`src/rtl/ser_addsub_pkg.sv`:
```
// ser_addsub_pkg: shared definitions for the bit-serial adder/subtractor.
//   state_e      - FSM encoding (IDLE -> RUN -> DONE -> IDLE), 2 bits wide
//   WIDTH_MIN/MAX - legal operand width range
//   width_ok()   - elaboration-time range check helper
package ser_addsub_pkg;

  typedef enum logic [1:0] {
    IDLE = 2'd0,
    RUN  = 2'd1,
    DONE = 2'd2
  } state_e;

  localparam int WIDTH_MIN = 2;
  localparam int WIDTH_MAX = 64;

  function automatic bit width_ok(input int w);
    return (w >= WIDTH_MIN) && (w <= WIDTH_MAX);
  endfunction

endpackage

```
`src/rtl/ser_addsub_fadd.sv`:
```
// fadd: one-bit full-adder cell.
//   a, b, cin - addend bits and carry in
//   s         - sum bit
//   cout      - carry out (majority of the three inputs)
module fadd (
  input  logic a,
  input  logic b,
  input  logic cin,
  output logic s,
  output logic cout
);

  assign s    = a ^ b ^ cin;
  assign cout = (a & b) | (a & cin) | (b & cin);

endmodule

```
`src/rtl/ser_addsub.sv`:
```
// ser_addsub: bit-serial adder/subtractor, LSB first, one bit per clock.
//
// Ports:
//   clk     - rising-edge clock
//   reset   - synchronous, active-high reset
//   start   - operation request, only looked at while idle
//   sub     - 0: a+b, 1: a-b (captured with start)
//   a, b    - WIDTH-bit operands (captured with start)
//   busy    - high while bits are being processed
//   sum_bit - current serial result bit, 0 when not busy
//   done    - one-cycle completion pulse
//   result  - parallel result, held until the next completion
//   cout    - final carry out (for subtraction, 1 = no borrow)
//   ovf     - signed two's-complement overflow
//
// Handshake: a request is taken when start=1 on a clock edge while busy=0
// and done=0 (state IDLE); requests at any other time are dropped, not
// queued. The operation then occupies WIDTH busy cycles followed by one
// done cycle, so the next request can be taken on the cycle after done.
module ser_addsub
  import ser_addsub_pkg::*;
#(
  parameter  int WIDTH = 16,
  localparam int CNT_W = $clog2(WIDTH)
) (
  input  logic             clk,
  input  logic             reset,
  input  logic             start,
  input  logic             sub,
  input  logic [WIDTH-1:0] a,
  input  logic [WIDTH-1:0] b,
  output logic             busy,
  output logic             sum_bit,
  output logic             done,
  output logic [WIDTH-1:0] result,
  output logic             cout,
  output logic             ovf
);

  localparam logic [1:0] ST_IDLE = IDLE;
  localparam logic [1:0] ST_RUN  = RUN;
  localparam logic [1:0] ST_DONE = DONE;

  if (!width_ok(WIDTH)) begin : g_bad_width
    $error("ser_addsub: WIDTH must be within 2..64");
  end

  logic [1:0]       state;
  logic [WIDTH-1:0] areg;
  logic [WIDTH-1:0] breg;
  logic [WIDTH-1:0] resreg;
  logic             carry;
  logic [CNT_W-1:0] cnt;

  logic             fa_s;
  logic             fa_co;

  fadd u_fadd (
    .a    (areg[0]),
    .b    (breg[0]),
    .cin  (carry),
    .s    (fa_s),
    .cout (fa_co)
  );

  assign busy    = (state == ST_RUN);
  assign done    = (state == ST_DONE);
  assign sum_bit = busy ? fa_s : 1'b0;

  always_ff @(posedge clk) begin
    if (reset) begin
      state  <= ST_IDLE;
      areg   <= '0;
      breg   <= '0;
      resreg <= '0;
      carry  <= 1'b0;
      cnt    <= '0;
      result <= '0;
      cout   <= 1'b0;
      ovf    <= 1'b0;
    end else begin
      case (state)
        ST_IDLE: begin
          if (start) begin
            areg  <= a;
            // Subtraction as A + ~B + 1: invert B here, seed the carry with 1.
            breg  <= sub ? ~b : b;
            carry <= sub;
            cnt   <= CNT_W'(WIDTH - 1);
            state <= ST_RUN;
          end
        end
        ST_RUN: begin
          carry  <= fa_co;
          areg   <= {1'b0, areg[WIDTH-1:1]};
          breg   <= {1'b0, breg[WIDTH-1:1]};
          resreg <= {fa_s, resreg[WIDTH-1:1]};
          cnt    <= cnt - CNT_W'(1);
          if (cnt == '0) begin
            // Last bit is the MSB: carry holds the carry into it, fa_co the
            // carry out of it; their difference is signed overflow.
            result <= {fa_s, resreg[WIDTH-1:1]};
            cout   <= fa_co;
            ovf    <= carry ^ fa_co;
            state  <= ST_DONE;
          end
        end
        ST_DONE: begin
          state <= ST_IDLE;
        end
        default: begin
          state <= ST_IDLE;
        end
      endcase
    end
  end

endmodule

```
`config.mk`:
```
export PLATFORM = sky130hd
export DESIGN_NAME = ser_addsub
export DESIGN_NICKNAME = d
export VERILOG_FILES = /design/src/rtl/ser_addsub_pkg.sv /design/src/rtl/ser_addsub_fadd.sv /design/src/rtl/ser_addsub.sv
export SDC_FILE = /design/constraint.sdc
export NUM_CORES = 1
export LEC_CHECK = 0
export BUFFER_PORTS_ARGS = -buffer_cell sky130_fd_sc_hd__buf_4
export CORE_ASPECT_RATIO = 1.5
export CORE_UTILIZATION = 45
export DETAILED_ROUTE_END_ITERATION = 10
export PLACE_DENSITY = 0.67
export SYNTH_ARGS = -nofsm -noshare
export SYNTH_HDL_FRONTEND = slang
export SYNTH_HIERARCHICAL = 1
export SYNTH_SLANG_ARGS = --single-unit
```
`constraint.sdc`:
```
create_clock -name clk -period 3.32 [get_ports clk]
set_clock_uncertainty 0.1 [all_clocks]
set_input_delay 0.498 -clock clk [delete_from_list [all_inputs] [get_ports clk]]
set_output_delay 0.498 -clock clk [all_outputs]
set_load 0.01 [all_outputs]
```
==> impl_metrics.toml <==
[setup_path]
cp.required_ns = 2.72
r2r_cells = 6
cp-start-kind = "flip-flop"
r2r_slack_ns = 1.35
cp_max_fo = 51
critPathKind = "flip-flop to primary output"
worstSetupEndpointType = "primary output"
crit_arrival_ns = 1.79

[drt]
wl_um = 6579
num_vias = 2655
drtIter0Drc = 173
routed.top_layer = "met4"
met2_length_um = 3154
final_antenna_net_count = 0
wl_met3_um = 251
met1Wirelength_um = 3059
drc_errors = 0
wl_per_cell_um = 13.76
drt-vias-per-instance = 5.554
dr.pass1.iters = 6

[sta]
tns_ns = 0
setup_ws_ns = 0.9319
fmax_mhz = 418.7
holdWs_ns = 0.3292
min_period_ns = 2.388
worst_pin_slew_ns = 0.8326
drv_slew = 0
setup_violations = 0
hold_viol_final = 0
slew_headroom = 0.4425
period_share = 0.7193
rsz0062_at_grt = "false"

[global_route]
grt-ovfl-total = 0
grt.total_usage = 0.1851
grt_pass1_vias = 2462
grt_pass1_wl_um = 11120
antenna_found_initial = 0
grt_max_degree = 60

[floorplan]
dieArea_um2 = 7463
die_w_um = 70.87
core_area_um2 = 6852
start_util = 0.4673
die_h_um = 105.3
rows = 37
ios = 57

[synth]
yosys_warnings = 6
synth_cell_types = 39
synth_area_leader_cell = "dfxtp_1"
syn_avg_cell_area_um2 = 8.894
syn_nets = 398
synth_common_cells = "72 x dfxtp_1, 54 x a21oi_1, 35 x nand2_1, 19 x nor2_1, 18 x nand3_1"
synthCells = 360
ys_async_sr_fraction = 0
synth_seq_cells = 72
syn-cell-area_um2 = 3202
synth.area.top_cells = "dfxtp_1 45%, a21oi_1 8.4%, o221a_2 5.3%"
yosysSeqAreaShare = 0.4502
synth.most_common_cell = "dfxtp_1"
synth_top_cell_area_share = 0.4502
synth_edf_count = 0
ys.flop_type = "dfxtp_1"

[cells_and_area]
nets = 433
antenna_cells = 0
fillCellCount = 658
area_delta_synth_final_pct = 16.61
multi_input_area_um2 = 1495
layout-drive-gt1-share = 0.2425
seqCellArea_um2 = 1441
postLayoutCoreUtil = 0.5449

[place]
pre_cts_ws_ns = 1.313
port_buffers = 56
place_congestion = 0.7255
post-dp-hpwl_um = 4076

[hold_path]
worstHoldPathCells = 3
hold_path.class = "input port to flip-flop"

[clocking]
htree_levels = 3
cts_buffers = 9
clock_path_buffers = 2
cts.sinks = 72
cts_tree = "done"
cts-resized-gates = 0
clkSlewWorstSetupHoldPaths_ns = 0.07
root_buffer = "clkbuf_8"
cts_setup_buffers = 0
ctsHoldBuffers = 0
clk_latency_ns = 0.35

[power_and_ir_drop]
power.leakage_uw = 0.001406
peakVddDrop_mv = 0.3252
p_per_area_nw_per_um2 = 544.9

[run]
max_cap_viol_count = 0

[run_status]
status = "complete, no violations"
-- power breakdown --
part	total, µW	internal (µW)	switching (µW)
clock	759	422	337
combinational	321	139	182
sequential	954	918	35.9
total	2030	1480	555
-- area by class of cell --
cell class / instances / share of cell area
multi-input combinational: 244 / 0.4005
sequential: 72 / 0.3861
timing repair buffer: 59 / 0.1186
clock buffer: 9 / 0.03318
tap: 78 / 0.02614
clock inverter: 7 / 0.02580
inverter: 9 / 0.009719
-- state kept, by name (all words and copies together) (netlist names) --
signal,count
breg,16
result,16
cout,1
ovf,1
carry,1
resreg,15
cnt,4
areg,16
state,2
-- placed cells by master, fill, tap and decap left out, drive strengths merged --
master / count
o21bai: 1
a311oi: 1
a211oi: 1
nand3b: 1
o31a: 1
nor3: 2
clkinvlp: 3
clkinv: 2
clkbuf: 9
o21ai: 21
o22ai: 15
fa: 1
a22oi: 16
nand2b: 3
a221oi: 2
o21ba: 1
mux2i: 1
buf: 59
nor3b: 1
a21oi: 54
xnor2: 16
nor2b: 14
bufinv: 2
nand3: 18
o221a: 16
nand2: 35
ha: 1
nor2: 19
dfxtp: 72
o31ai: 1
or3b: 1
inv: 9
xor2: 1
-- path summary, 6_finish.rpt --
check | from | to
setup / recovery | state[1] | sum_bit
hold / removal | b[11] | breg[11]
setup reg to reg | cnt[0] | cout
hold reg to reg | resreg[13] | resreg[12]
-- worst max-delay path, stage by stage (launching register included) --
cell and delay, ns:
dfxtp_1 0.31, nand2b_4 0.32, inv_4 0.47, nand2_1 0.14
inv_1 0.08, buf_4 0.11
-- layer usage --
| metal | track usage | up-vias |
|---|---|---|
| met5 | 0 | - |
| met4 | 0.07857 | 0 |
| met3 | 0.03537 | 9 |
| met2 | 0.3084 | 59 |
| met1 | 0.2313 | 1242 |
| li1 | - | 1345 |
-- kinds of logic (layout without fill, tap and decap cells) --
kind of cell | count (synthesis) | after routing | share of synthesized area
muxes | 1 | 1 | 0.003126
buffers and inverters | 44 | 84 | 0.08441
DFF | 72 | 72 | 0.4502
xor gates and xnor gates | 17 | 17 | 0.04650
AOI/OAI and AO/OA | 130 | 130 | 0.2681
adders and majority gates | 2 | 2 | 0.01016
and+or+nand+nor | 94 | 94 | 0.1376
-- through the flow --
step                instance area, µm²  instances  power [µW]
floorplan                         3202        360        1234
global placement                  3513        462        1292
detailed placement                3513        462        1296
CTS                               3734        478        2055
global route                      3734        478        2137
finish                            3734        478        2034
Power figures use the tool's default switching activity.
